## config.mk

```make
export PLATFORM = sky130hd
export DESIGN_NAME = mshr_l2_sched
export DESIGN_NICKNAME = d
export VERILOG_FILES = /design/src/rtl/mshr_l2_sched.sv
export SDC_FILE = /design/constraint.sdc
export NUM_CORES = 1
export LEC_CHECK = 0
export CAP_MARGIN = 10
export CORE_ASPECT_RATIO = 0.75
export CORE_MARGIN = 1
export CORE_UTILIZATION = 37
export CTS_BUF_LIST = sky130_fd_sc_hd__clkbuf_2 sky130_fd_sc_hd__clkbuf_4 sky130_fd_sc_hd__clkbuf_8
export DETAILED_ROUTE_END_ITERATION = 8
export MAX_ROUTING_LAYER = met4
export PLACE_DENSITY_LB_ADDON = 0.2
export SLEW_MARGIN = 40
export SYNTH_ARGS = -nofsm -noshare
export SYNTH_HDL_FRONTEND = slang
export SYNTH_SLANG_ARGS = --single-unit
```

## constraint.sdc

```tcl
create_clock -name clk -period 2.8 [get_ports clk]
set_clock_uncertainty 0.2 [all_clocks]
set_input_delay 0.28 -clock clk [delete_from_list [all_inputs] [get_ports clk]]
set_output_delay 0.28 -clock clk [all_outputs]
set_load 0.05 [all_outputs]
```

## src/rtl/mshr_l2_sched.sv

```systemverilog
// mshr_l2_sched: schedules per-bank MSHR misses onto a single L2 request channel.
// One line-aligned request is in flight on the channel at a time. Each request is
// tagged {bank, MSHR ptr}. An outstanding-miss credit counter caps issue at MAX_OUT.
// L2 completions are routed back to the owning bank as a fin pulse plus the MSHR ptr.
//
// Build option: define MSHR_SCHED_RR_EN for round-robin arbitration. The search then
// starts at a pointer that moves past the last granted bank. When the macro is left
// undefined, arbitration is fixed priority and the lowest bank index wins.
//
// Handshake: l2_req_valid rises from IDLE one cycle after the grant. It stays high,
// with addr/op/tag held stable from the request register, until l2_req_ready is seen.
// That same cycle pulses bank_req_ack for the owning bank.
module mshr_l2_sched #(
   parameter int N_BANK   = 2,
   parameter int Q_LENGTH = 8,
   parameter int MAX_OUT  = 8,
   parameter int PW       = $clog2(Q_LENGTH),
   parameter int CW       = $clog2(MAX_OUT + 1),
   parameter int BW       = $clog2(N_BANK),
   parameter int TW       = BW + PW
) (
   input  logic                   clk,
   input  logic                   rst,
   input  logic [N_BANK-1:0]      bank_req_valid,
   input  logic [32*N_BANK-1:0]   bank_req_addr,
   input  logic [3*N_BANK-1:0]    bank_req_op,
   input  logic [PW*N_BANK-1:0]   bank_req_ptr,
   output logic [N_BANK-1:0]      bank_req_ack,
   output logic                   l2_req_valid,
   input  logic                   l2_req_ready,
   output logic [31:0]            l2_req_addr,
   output logic [2:0]             l2_req_op,
   output logic [TW-1:0]          l2_req_tag,
   input  logic                   l2_rsp_valid,
   input  logic [TW-1:0]          l2_rsp_tag,
   output logic [N_BANK-1:0]      fin_valid,
   output logic [PW-1:0]          fin_ptr,
   output logic [CW-1:0]          outstanding,
   output logic                   sched_err,
   output logic                   dbg_state
);

   typedef enum logic {
      S_IDLE = 1'b0,
      S_SEND = 1'b1
   } state_t;

   localparam logic [CW-1:0] MAX_W  = CW'(MAX_OUT);
   localparam logic [BW:0]   NB_W   = (BW + 1)'(N_BANK);
   localparam logic [BW-1:0] LAST_B = BW'(N_BANK - 1);

   state_t          r_state;
   logic            r_req_valid;
   logic [31:0]     r_addr;
   logic [2:0]      r_op;
   logic [PW-1:0]   r_ptr;
   logic [BW-1:0]   r_bank;
   logic [CW-1:0]   r_out;
   logic            r_err;
`ifdef MSHR_SCHED_RR_EN
   logic [BW-1:0]   r_rr;
`endif

   logic            w_found;
   logic [BW-1:0]   w_win;
   int              w_idx;
   logic [31:0]     w_sel_addr;
   logic [2:0]      w_sel_op;
   logic [PW-1:0]   w_sel_ptr;
   logic            w_credit;
   logic            w_issue;
   logic [BW-1:0]   w_rsp_bank;
   logic [PW-1:0]   w_rsp_ptr;
   logic            w_bank_ok;

   // Credits are judged on the registered count, so a completion in the same cycle
   // only opens a slot for the following cycle.
   assign w_credit = (r_out < MAX_W);
   assign w_issue  = r_req_valid & l2_req_ready;

   assign l2_req_valid = r_req_valid;
   assign l2_req_addr  = r_addr;
   assign l2_req_op    = r_op;
   assign l2_req_tag   = {r_bank, r_ptr};
   assign outstanding  = r_out;
   assign sched_err    = r_err;
   assign dbg_state    = r_state;

   // Pick the winning bank: a priority search from the RR pointer, or from bank 0.
   always_comb begin
      w_found = 1'b0;
      w_win   = '0;
      w_idx   = 0;
      for (int i = 0; i < N_BANK; i++) begin
`ifdef MSHR_SCHED_RR_EN
         w_idx = int'(r_rr) + i;
         if (w_idx >= N_BANK) w_idx = w_idx - N_BANK;
`else
         w_idx = i;
`endif
         if (!w_found && bank_req_valid[w_idx]) begin
            w_found = 1'b1;
            w_win   = BW'(w_idx);
         end
      end
      w_sel_addr = bank_req_addr[32*int'(w_win) +: 32];
      w_sel_op   = bank_req_op[3*int'(w_win) +: 3];
      w_sel_ptr  = bank_req_ptr[PW*int'(w_win) +: PW];
   end

   // Ack the owning bank in the cycle the L2 handshake completes.
   always_comb begin
      bank_req_ack = '0;
      if (w_issue) bank_req_ack[r_bank] = 1'b1;
   end

   // Route a completion straight back to its bank. A bank field that is out of range
   // produces no fin.
   always_comb begin
      w_rsp_bank = l2_rsp_tag[TW-1:PW];
      w_rsp_ptr  = l2_rsp_tag[PW-1:0];
      w_bank_ok  = ({1'b0, w_rsp_bank} < NB_W);
      fin_valid  = '0;
      fin_ptr    = '0;
      if (l2_rsp_valid) begin
         fin_ptr = w_rsp_ptr;
         if (w_bank_ok) fin_valid[w_rsp_bank] = 1'b1;
      end
   end

   // IDLE/SEND request FSM. It owns the latched request and the RR pointer.
   always_ff @(posedge clk or negedge rst) begin
      if (!rst) begin
         r_state     <= S_IDLE;
         r_req_valid <= 1'b0;
         r_addr      <= '0;
         r_op        <= '0;
         r_ptr       <= '0;
         r_bank      <= '0;
`ifdef MSHR_SCHED_RR_EN
         r_rr        <= '0;
`endif
      end else begin
         case (r_state)
            S_IDLE: begin
               if (w_found && w_credit) begin
                  r_addr      <= w_sel_addr & 32'hFFFF_FFF0;
                  r_op        <= w_sel_op;
                  r_ptr       <= w_sel_ptr;
                  r_bank      <= w_win;
                  r_req_valid <= 1'b1;
                  r_state     <= S_SEND;
               end
            end
            S_SEND: begin
               if (l2_req_ready) begin
                  r_req_valid <= 1'b0;
                  r_state     <= S_IDLE;
`ifdef MSHR_SCHED_RR_EN
                  r_rr        <= (r_bank == LAST_B) ? '0 : r_bank + BW'(1);
`endif
               end
            end
            default: begin
               r_req_valid <= 1'b0;
               r_state     <= S_IDLE;
            end
         endcase
      end
   end

   // Outstanding-miss credit counter and the sticky error flag.
   always_ff @(posedge clk or negedge rst) begin
      if (!rst) begin
         r_out <= '0;
         r_err <= 1'b0;
      end else begin
         if (w_issue && !l2_rsp_valid) begin
            r_out <= r_out + CW'(1);
         end else if (!w_issue && l2_rsp_valid && (r_out != '0)) begin
            r_out <= r_out - CW'(1);
         end
         if (l2_rsp_valid && ((r_out == '0) || !w_bank_ok)) r_err <= 1'b1;
      end
   end

endmodule

```

==> summary.md <==
| Metric | Value |
|---|---|
| Fin. max-slew vios | 0 |
| WHS Path Cells | 2 |
| Grt total ovfl | 0 |
| Detail Route met2 WL | between 2000 and 2500 microns |
| Ports | between 100 and 150 |
| DR WL/cell | 13.1 microns |
| Initial antenna violation count | 0 |
| Met1 WL | ~2200 microns |
| Diode count | 0 |
| Switch share | 50.0% |
| Setup Buffers After CTS | 0 |
| RSZ-0062 raised after global routing | false |
| DPL Wire Length | roughly 4000 microns |
| Hold path start | l2_req_op[2] |
| Port bufs | between 100 and 150 |
| YS warnings | 0 |
| Hold EP | l2_req_op[2] |
| PwrDens | 1140 mW/mm^2 |
| Leak pwr | approximately 1.5 nW |
| Seq cells post-synth | 42 |
| Initial Util | between 30% and 40% |
| Clock power frac | a little under a tenth |
| Die area | ~0.0058 sq mm |
| CTS tree | done |
| Critical path type | input port to primary output |
| CTS Hold Buffers Added | 1 |
| Post-route ant nets | 0 |
| Num rows | 23 |
| Nature of the critical path startpoint | input port |
| H-tree Lvls | 2 |
| Period utilization | 82.0% |
| Drt pass-1 iters | 4 |
| Launching point of the worst reg2reg path | l2_req_valid |
| Largest net degree at the start of global routing | 43 |
| First-pass GRT wire length | about 8200 microns |
| DR vias | ~1,800 |
| Final hold slack | between 200 and 300 ps |
| Worst-Skew Late Latency | around 290 ps |
| Distinct cells, synth | 26 |
| R2R depth | 8 |
| Slew margin rel. | a little under two thirds |
| Post-route DRC | 0 |
| Final net count | a little over 400 |
| Net switching power | around 2.0 mW |
| Final Core Density | around 65% |
| Starting DRC count in detailed routing | between 60 and 70 |
| Worst-path clk slew | about 70 ps |
| Die Wd | approximately 90 microns |
| Highest Signal Layer | met4 |
| Worst Hold Class | flop to flop |
| Hold Violations, Final | 0 |
| Worst endpoint required time | around 2300 ps |
| Post-place setup slack | a little under 400 ps |
| Worst Tran Pin Value | between 500 and 600 ps |
| Setup TNS | 0 ps |
| Routed wire length on met3 | roughly 530 microns |
| TritonCTS buffer count | 5 |
| Seq/Total Area, Yosys | 51.5% |
| Fin crit period | around 2300 ps |
| Final setup vio count | 0 |
| Crit end category | primary output |
| Max VDD drop | 490 uV |
| Total detailed-routing wirelength | approximately 5200 microns |
| R2R Path End | outstanding[3] |
| FF-to-FF setup slack | about 830 ps |
| Share of layout cells above drive strength 1 | 5.92% |
| CTS resizes | 0 |
| Longest Clk Path Bufs | 2 |
| Via-per-instance ratio | approximately 4.6 |
| Critical path peak fanout | 4 |
| RD Place Congestion | approximately 0.73 |
| Int Power | about 2.0 mW |
| Max Cap Viol | 0 |
| CORE AREA | between 0.005 and 0.006 sq mm |
| Tot GR Track Use | 19.5% |
| Clk sink count | 42 |
| Area growth syn-to-layout | 70.3% |
| Vias in the first global route | 1,820 |
| Die Span Y | between 60 and 70 microns |
| Combinational share of power | between 60% and 70% |
| Outcome | complete, no violations |
| Clock root cell | clkbuf_8 |
| Worst Path Arrival | ~1800 ps |
| Cells after Synth | 195 |
| Max Clk Rate | 0.435 GHz |
| Final worst slack | roughly 500 ps |
| Syn avg cell area | 10.5 sq um |
| Sequential share of power | between 20% and 30% |
| Post-Syn Area | around 0.0020 sq mm |
synthesized netlist by cell type (all sizes together):
cell | instances | area share [%]
and3b | 1 | 0.43
mux2 | 2 | 1.5
clkbuf | 7 | 1.3
nor2b | 2 | 0.61
o21ai | 36 | 8.8
dfrtp | 42 | 52
nand2 | 35 | 6.4
a22oi | 1 | 0.37
xnor2 | 2 | 0.86
nor2 | 4 | 1.1
ha | 2 | 1.2
and2 | 4 | 1.2
buf | 9 | 3.2
inv | 3 | 0.55
conb | 1 | 0.18
and3 | 1 | 0.31
mux2i | 35 | 17
a21o | 2 | 0.80
fa | 1 | 0.98
nor4 | 1 | 0.31
xor2 | 1 | 0.43
a21oi | 3 | 0.74
routing by layer:
layer | up-vias | track usage [%]
li1 | 903 | -
met4 | 0 | 7.38
met5 | - | -
met1 | 841 | 22.0
met2 | 78 | 31.5
met3 | 7 | 7.62
cells in the final DEF (no fill, tap or decap), types with 4 or more instances in the layout:
master and count:
and2_1 4, buf_4 5, clkbuf_8 5, clkdlybuf4s50_1 125, conb_1 4, dfrtp_1 42
mux2i_1 35, nand2_1 35, o21ai_0 35
logic make-up (layout without fill, tap and decap cells):
| family | Yosys count | in the layout | share of synthesized area (%) |
|---|---|---|---|
| simple gates | 48 | 48 | 10.4 |
| compound gates | 42 | 42 | 10.7 |
| flops | 42 | 42 | 51.5 |
| mux | 37 | 37 | 18.6 |
| buf+inv | 19 | 142 | 5.03 |
| fa+ha+maj | 3 | 3 | 2.21 |
| xor+xnor | 3 | 3 | 1.29 |
| other cells | 1 | 4 | 0.184 |
power by group through the flow:
stage	Clock, mW	Combinational, mW	Sequential, mW
after floorplan	0	0.621	2.09
after global placement	0	2.47	1.10
after detailed placement	0	2.51	1.11
after CTS	0.398	2.52	1.10
after global routing	0.421	2.66	1.14
final	0.382	2.49	1.09
worst max path at each step:
stage,slack (ps),end,from
3_5_place_dp,400,outstanding[3],l2_req_ready
2_1_floorplan,440,outstanding[3],l2_req_valid
4_1_cts,500,fin_valid[0],l2_rsp_valid
6_report,500,bank_req_ack[0],l2_req_ready
3_3_place_gp,440,outstanding[3],l2_req_ready
5_1_grt,410,bank_req_ack[0],l2_req_ready
state kept, by name (all words and copies together) (netlist names):
name and count:
l2_req_op 3, dbg_state 1, l2_req_addr 28, l2_req_valid 1, r_bank 1, r_ptr 3
outstanding 4, sched_err 1
critical path: stages:
cell and delay, ps:
clkdlybuf4s50_1 510, nand2_1 110, nor2_1 100, clkdlybuf4s50_1 810
final cells by class:
cell class,count,area (sq um)
Multi-Input combinational cell,137,917
Clock buffer,7,83.8
Inverter,3,11.3
Timing Repair Buffer,132,1320
Sequential cell,42,1050
Tap cell,75,93.8
Fill cell,449,1850
stage by stage:
step,cells,area (sq um),total power [mW]
after floorplan,198,2050,2.71
after global placement,388,3380,3.57
after detailed placement,388,3380,3.62
after CTS,396,3480,4.02
after global routing,396,3480,4.22
final,396,3480,3.97
Note: power is estimated with default switching activity, not from simulation.
